### src/rtl/voice_fetch_scheduler_if.sv
// Fetch-sequencer bus: sample tick/voice flags in, SRAM/MAR/MDR control strobes and status out.
// The scheduler uses the master modport; the datapath/codec side uses slave.
interface voice_fetch_scheduler_if #(
  parameter int unsigned NUM_VOICES = 4
);
  localparam int unsigned SEL_W = (NUM_VOICES > 1) ? $clog2(NUM_VOICES) : 1;

  logic                  sample_clk;
  logic [NUM_VOICES-1:0] voice_active;
  logic                  ovr_clr;
  logic                  MAR_LD;
  logic [SEL_W-1:0]      select;
  logic                  OE;
  logic [NUM_VOICES-1:0] MDR_LD;
  logic                  busy;
  logic                  frame_done;
  logic                  overrun;

  modport master (
    input  sample_clk, voice_active, ovr_clr,
    output MAR_LD, select, OE, MDR_LD, busy, frame_done, overrun
  );

  modport slave (
    output sample_clk, voice_active, ovr_clr,
    input  MAR_LD, select, OE, MDR_LD, busy, frame_done, overrun
  );
endinterface

### src/rtl/voice_fetch_scheduler.sv
// Per-sample SRAM fetch sequencer: one ADDR/READ.../LATCH pass per voice on each sample tick.
// Optional IDLE_SKIP_EN skips voices whose voice_active bit was clear at the tick.
module voice_fetch_scheduler #(
  parameter int unsigned NUM_VOICES  = 4,
  parameter int unsigned WAIT_CYCLES = 2
) (
  input logic                     Clk,
  input logic                     Reset,
  voice_fetch_scheduler_if.master bus
);
  localparam int unsigned SEL_W = (NUM_VOICES > 1) ? $clog2(NUM_VOICES) : 1;
  localparam int unsigned WC_W  = (WAIT_CYCLES > 1) ? $clog2(WAIT_CYCLES) : 1;

  typedef enum logic [2:0] {StIdle, StAddr, StRead, StLatch, StDone} state_e;

  state_e           state_q, state_d;
  logic [SEL_W-1:0] v_q, v_d;
  logic [WC_W-1:0]  wait_q, wait_d;
  logic [2:0]       sync_q;
  logic             overrun_q, overrun_d;
  logic             tick;
  logic             first_vld, next_vld;
  logic [SEL_W-1:0] first_v, next_v;

  // Rising edge of the synchronised sample clock
  assign tick = sync_q[1] & ~sync_q[2];

`ifdef IDLE_SKIP_EN
  logic [NUM_VOICES-1:0] mask_q;

  always_ff @(posedge Clk) begin
    if (Reset) begin
      mask_q <= '0;
    end else if (state_q == StIdle && tick) begin
      mask_q <= bus.voice_active;
    end
  end

  // Descending scan leaves the lowest qualifying index
  always_comb begin
    first_vld = 1'b0;
    first_v   = '0;
    next_vld  = 1'b0;
    next_v    = '0;
    for (int i = int'(NUM_VOICES) - 1; i >= 0; i--) begin
      if (bus.voice_active[i]) begin
        first_vld = 1'b1;
        first_v   = SEL_W'(i);
      end
      if (mask_q[i] && (i > int'(v_q))) begin
        next_vld = 1'b1;
        next_v   = SEL_W'(i);
      end
    end
  end
`else
  logic unused_voice_active;
  assign unused_voice_active = ^bus.voice_active;
  assign first_vld = 1'b1;
  assign first_v   = '0;
  assign next_vld  = (int'(v_q) < int'(NUM_VOICES) - 1);
  assign next_v    = v_q + SEL_W'(1);
`endif

  always_ff @(posedge Clk) begin
    if (Reset) begin
      state_q   <= StIdle;
      v_q       <= '0;
      wait_q    <= '0;
      sync_q    <= 3'b111;
      overrun_q <= 1'b0;
    end else begin
      state_q   <= state_d;
      v_q       <= v_d;
      wait_q    <= wait_d;
      sync_q    <= {sync_q[1:0], bus.sample_clk};
      overrun_q <= overrun_d;
    end
  end

  always_comb begin
    state_d = state_q;
    v_d     = v_q;
    wait_d  = wait_q;
    unique case (state_q)
      StIdle: begin
        if (tick) begin
          if (first_vld) begin
            state_d = StAddr;
            v_d     = first_v;
          end else begin
            state_d = StDone;
          end
        end
      end
      StAddr: begin
        state_d = StRead;
        wait_d  = '0;
      end
      StRead: begin
        if (wait_q == WC_W'(WAIT_CYCLES - 1)) begin
          state_d = StLatch;
        end else begin
          wait_d = wait_q + WC_W'(1);
        end
      end
      StLatch: begin
        if (next_vld) begin
          state_d = StAddr;
          v_d     = next_v;
        end else begin
          state_d = StDone;
        end
      end
      StDone:  state_d = StIdle;
      default: state_d = StIdle;
    endcase
    // A set in the same cycle as a clear wins
    overrun_d = (overrun_q & ~bus.ovr_clr) | (tick & (state_q != StIdle));
  end

  always_comb begin
    bus.MAR_LD     = 1'b0;
    bus.OE         = 1'b1;
    bus.MDR_LD     = '0;
    bus.frame_done = 1'b0;
    unique case (state_q)
      StAddr: bus.MAR_LD = 1'b1;
      StRead: bus.OE = 1'b0;
      StLatch: begin
        bus.OE = 1'b0;
        for (int i = 0; i < int'(NUM_VOICES); i++) begin
          bus.MDR_LD[i] = (v_q == SEL_W'(i));
        end
      end
      StDone:  bus.frame_done = 1'b1;
      default: ;
    endcase
  end

  assign bus.select  = v_q;
  assign bus.busy    = (state_q != StIdle);
  assign bus.overrun = overrun_q;
endmodule

### src/flat_wrapper.sv
// flat-port wrapper written by rule: the top's interface ports become plain ports
module voice_fetch_scheduler_flat 
#(
  parameter int unsigned NUM_VOICES  = 4,
  parameter int unsigned WAIT_CYCLES = 2
)
  (Clk, Reset, bus_sample_clk, bus_voice_active, bus_ovr_clr, bus_MAR_LD, bus_select, bus_OE, bus_MDR_LD, bus_busy, bus_frame_done, bus_overrun);
  voice_fetch_scheduler_if #(.NUM_VOICES(NUM_VOICES)) bus_i ();
  input logic Clk;
  input logic Reset;
  input wire logic [$bits(bus_i.sample_clk)-1:0] bus_sample_clk;
  input wire logic [$bits(bus_i.voice_active)-1:0] bus_voice_active;
  input wire logic [$bits(bus_i.ovr_clr)-1:0] bus_ovr_clr;
  output wire logic [$bits(bus_i.MAR_LD)-1:0] bus_MAR_LD;
  output wire logic [$bits(bus_i.select)-1:0] bus_select;
  output wire logic [$bits(bus_i.OE)-1:0] bus_OE;
  output wire logic [$bits(bus_i.MDR_LD)-1:0] bus_MDR_LD;
  output wire logic [$bits(bus_i.busy)-1:0] bus_busy;
  output wire logic [$bits(bus_i.frame_done)-1:0] bus_frame_done;
  output wire logic [$bits(bus_i.overrun)-1:0] bus_overrun;
  assign bus_i.sample_clk = bus_sample_clk;
  assign bus_i.voice_active = bus_voice_active;
  assign bus_i.ovr_clr = bus_ovr_clr;
  assign bus_MAR_LD = bus_i.MAR_LD;
  assign bus_select = bus_i.select;
  assign bus_OE = bus_i.OE;
  assign bus_MDR_LD = bus_i.MDR_LD;
  assign bus_busy = bus_i.busy;
  assign bus_frame_done = bus_i.frame_done;
  assign bus_overrun = bus_i.overrun;
  voice_fetch_scheduler #(.NUM_VOICES(NUM_VOICES), .WAIT_CYCLES(WAIT_CYCLES)) u_core (.Clk(Clk), .Reset(Reset), .bus(bus_i));
endmodule
### config.mk
export PLATFORM = sky130hd
export DESIGN_NAME = voice_fetch_scheduler_flat
export DESIGN_NICKNAME = d
export VERILOG_FILES = /design/src/rtl/voice_fetch_scheduler_if.sv /design/src/rtl/voice_fetch_scheduler.sv /design/src/flat_wrapper.sv
export SDC_FILE = /design/constraint.sdc
export NUM_CORES = 1
export LEC_CHECK = 0
export ABC_AREA = 1
export CAP_MARGIN = 40
export CORE_AREA = 2 2 39 41
export CTS_CLUSTER_DIAMETER = 80
export DETAILED_ROUTE_END_ITERATION = 12
export DIE_AREA = 0 0 41 43
export PLACE_DENSITY = 0.71
export REMOVE_ABC_BUFFERS = 1
export SYNTH_ARGS = -nofsm -noshare
export SYNTH_HDL_FRONTEND = slang
export SYNTH_SLANG_ARGS = --single-unit
### constraint.sdc
create_clock -name Clk -period 1.5 [get_ports Clk]
set_clock_uncertainty 0.05 [all_clocks]
set_input_delay 0.3 -clock Clk [delete_from_list [all_inputs] [get_ports Clk]]
set_output_delay 0.3 -clock Clk [all_outputs]
set_load 0.005 [all_outputs]
; Word-level counts from Yosys, hierarchy flattened
; Index checks and enable logic that the tools add are counted.
[op_classes]
n_bitwise = 6
reduce_logical = 8
magnitude_cmp = 1
addsub = 2
mux = 13
n_eq_ne = 10
[ops]
columns = op, count
row1 = one-hot mux 3 bit (4 select lines), 1
row2 = 2-to-1 mux 3 bit, 3
row3 = == test 3 x 2 -> 1 bit (second input constant), 2
row4 = inequality test 2 x 1 -> 1 bit (second input constant), 3
row5 = == test 2 bit (second input constant), 2
row6 = 2-to-1 mux 1 bit, 4
row7 = 2-to-1 mux 2 bit, 2
row8 = 2-to-1 mux 4 bit, 1
row9 = one-hot mux 2 bit (2 select lines), 1
row10 = nonzero test 2 bit, 2
row11 = bitwise AND 1 bit, 3
row12 = == test 3 x 1 -> 1 bit (second input constant), 1
row13 = == test 3 bit (second input constant), 1
row14 = logical NOT 3 bit, 1
row15 = AND reduction 3 bit, 1
row16 = nonzero test 3 bit, 1
row17 = adder 2 x 1 -> 2 bit (second input constant), 1
row18 = == test 2 x 1 -> 1 bit (second input constant), 1
row19 = logical NOT 2 bit, 1
row20 = < comparator 2 bit (second input constant), 1
row21 = NOT 1 bit, 2
row22 = one-hot mux 1 bit (2 select lines), 1
row23 = AND reduction 2 bit, 1
row24 = OR reduction 2 bit, 1
row25 = other kinds (2), 2
[word_totals]
input_bits = 8
register_bits = 10
output_inout_bits = 11
wordCells = 45

; Logic depth before layout (Yosys ltp)
; Gate-level depths: netlist of run 1.
[depth]
word_depth = 4
mapped_depth = 8
depth_no_buf = 7

; Worst setup path after synthesis of run 1
; Ideal clock, no wire load.
[synth_timing]
path_type = reg2out
start = register u_core.v_q[0] (netlist: u_core.bus.select[0])
end = output bus_MDR_LD[3]
arrival_ns = 0.869
n_path_buf = 0
required_time_ns = 1.150
slack_ns = 0.281
path_stages_with_launch = 4
cell_sequence = dfxtp_1 > ha_1 > nand4_1 > inv_1
[synth_between]
elab_chain_len = 2
[synth_lines]
columns = item, line_no
row1 = "start, declared", voice_fetch_scheduler.sv:17  ; logic [SEL_W-1:0] v_q, v_d;
row2 = "start signal, assigned", voice_fetch_scheduler.sv:74  ; v_q <= v_d;
row3 = == test 2 bit, voice_fetch_scheduler.sv:133  ; bus.MDR_LD[i] = (v_q == SEL_W'(i));
row4 = 2-to-1 mux 4 bit, voice_fetch_scheduler.sv:127  ; unique case (state_q)
row5 = "end, declared", flat_wrapper.sv:17  ; output wire logic [$bits(bus_i.MDR_LD)-1:0] bus_MDR_LD;
; Every way passes these cells.

; Worst setup path after layout of run 1
[layout_timing]
start = register u_core.v_q[1] (netlist: u_core.bus.select[1])
end = output bus_MDR_LD[3]
; Same word-level chain as after synthesis.

==> results.md, run 1 <==
* Detailed placement HPWL at 788 µm
* Tightest Hold Check Type: reg2reg
* Via count at 543
* Max-Cap Viols at 0
* Slew at the pin with the worst max-slew slack at 0.170 ns
* Worst Slack Setup Final at -0.0162 ns
* Routability congestion estimate at 0.760
* 1st-pass router iterations at 4
* DP Area at 759 µm²
* Fin. max-slew vios at 0
* Routed WL at 1.20 mm
* Design Area, Final at 877 µm²
* DRT iter0 DRCs at 11
* Critical Path Start Type: flop
* Period utilization at 1.01
* Unrepaired setup endpoints after global routing: true
* Rel. slew slack at 0.886
* Global-route wire length before repair at 1.93 mm
* DR WL met2 at 652 µm
* Clock buffer depth at 2
* Remaining Overflow, GRT at 0
* Layout cell share with drive strength beyond 1 at 0.515
* # port buffers at 14
* Mean area per synthesized cell at 7.71 µm²
* Initial Util at 0.373
* Clock Sinks at 10
* Routed wire length per instance at 10.1 µm
* Core box area at 1380 µm²
* Total GRT Usage at 0.159
* Worst-path clk slew at 0.06 ns
* Post-layout nets at 116
* Synth Cell Area at 517 µm²
* Tmin final at 1.52 ns
* Clock Tree Root: clkbuf_4
* Outcome: finished, violations left
* Register area share after synthesis at 0.387
* Pwr Density at 996 nW/µm²
* Met3 wire length at 51 µm
* DIE AREA at 1760 µm²
* CTS HTree Levels at 1
* Vias in the first global route at 489
* Largest net degree at the start of global routing at 9
* CP Data Required Time at 1.15 ns
* Fin Setup TNS at -0.0162 ns
* Pleak at 0.441 nW
* Fmax at 660 MHz
* DRT antenna net count at 0
* Initial antenna violation count at 0
* CTS tree: built
* Skew-Pair Late Insertion Delay at 0.26 ns
* Failing checks: setup timing
* Hold WS at 0.361 ns
* Synthesized flop and latch total at 10
* Setup crit end kind: output pin
* Worst path arrival time at 1.17 ns
* Die Width at 41 µm
* Most frequent cells in the layout: 16 x buf_4, 8 x nor2_1, 7 x inv_1, 7 x nand2_1
* Synth cell types at 20
* Area Overhead vs Synth at 69.7%
* Row Count at 14
* Vias per inst at 4.56
* Drt drc at 0
* Num CTS Buffers at 3
* Synthesized instance count at 67
* Number of I/O pins at 19
* Final Hold Fails at 0
* Met1 wire length at 476 µm
* Util after Layout at 0.634
* Number of diodes at 0
* Most common cell after layout, fill and taps aside: buf_4
* CP Class: reg2out
* # setup viols final at 1
* Die Y at 43 µm
* Peak VDD IR at 0.696 mV
* Synthesis Warnings at 0
* Top sig layer: met4
* Critical Path Fanout Max at 4
==> per-layer routing <==
layer	GRT usage	up-vias
li1	-	285
met5	0	-
met1	0.190	243
met3	0.0157	2
met2	0.272	13
met4	0.0600	0
==> path summary, 6_finish.rpt <==
check / from / endpoint / slack [ns] / depth (start not counted)
worst min-delay path: u_core.sync_q[0] / u_core.sync_q[1] / 0.36 / 1
worst max register to register: u_core.bus.select[1] / u_core.bus.select[1] / 0.13 / 9
worst max-delay path: u_core.bus.select[1] / bus_MDR_LD[3] / -0.02 / 5
worst min register to register: u_core.sync_q[0] / u_core.sync_q[1] / 0.36 / 1
==> worst max-delay path: stages (launching register included) <==
cell and delay, ns:
dfxtp_4 0.36, buf_6 0.12, ha_4 0.15, nand4_1 0.11
inv_1 0.05, buf_2 0.12
==> timing repair <==
action | in CTS | in global routing
hold buffers | 0 | 0
gates resized for setup | 40 | 10
setup endpoints to repair | 10 | 7
buffers inserted | 7 | 1
pin swaps | 3 | 2
endpoints found under the hold margin | 0 | 0
==> Yosys cell counts (all sizes together) <==
library cell | instances | share of area
buf | 1 | 0.022
dfxtp | 10 | 0.39
inv | 13 | 0.094
clkbuf | 1 | 0.0073
o21ai | 1 | 0.0097
nor3b | 1 | 0.015
nand3 | 5 | 0.068
o22ai | 1 | 0.012
a21oi | 3 | 0.029
nor3 | 2 | 0.029
or2 | 3 | 0.036
nor2 | 9 | 0.070
nand4 | 4 | 0.048
nand2 | 9 | 0.075
ha | 4 | 0.097
==> report_power, final <==
| part | internal [W] | total, W | switching (W) |
|---|---|---|---|
| Combinational | 0.000171 | 0.000302 | 0.000132 |
| Clock | 0.000147 | 0.000241 | 0.0000935 |
| Sequential | 0.000295 | 0.000330 | 0.0000351 |
| Total | 0.000613 | 0.000873 | 0.000260 |
==> kinds of logic after synthesis <==
group / Yosys count / share of synthesized area
buffers and inverters: 15 / 0.123
AND/OR/NAND/NOR: 33 / 0.341
adder cells (fa/ha/maj): 4 / 0.0969
flip-flops: 10 / 0.387
AO/OA/AOI/OAI: 5 / 0.0508
==> state kept, by name (all words and copies together) (netlist names) <==
register / flops
u_core.bus.overrun: 1
u_core.bus.select: 2
u_core.state_q: 3
u_core.sync_q: 3
u_core.wait_q: 1
==> through the flow <==
| step | power (W) | worst slack, ns | instances |
|---|---|---|---|
| after floorplan | 0.000446 | 0.280 | 65 |
| after global placement | 0.000579 | -0.107 | 108 |
| after detailed placement | 0.000584 | -0.116 | 108 |
| after CTS | 0.000881 | -0.0164 | 118 |
| after global routing | 0.000929 | -0.0805 | 119 |
| final | 0.000873 | -0.0162 | 119 |
==> area by class of cell <==
| cell class | count | area (µm²) |
|---|---|---|
| inverter | 13 | 51.3 |
| timing repair buffer | 34 | 270 |
| fill | 125 | 507 |
| sequential | 10 | 219 |
| tap | 16 | 20.0 |
| clock buffer | 4 | 36.3 |
| multi-input combinational | 42 | 280 |
Note: power is estimated with default switching activity, not from simulation.
==> inputs of run 2 (changes only) <==
GPL_ROUTABILITY_DRIVEN = 0   (was default)
==> results of run 2 <==
The final DEF is identical to that of run 1; final timing and power are the same.
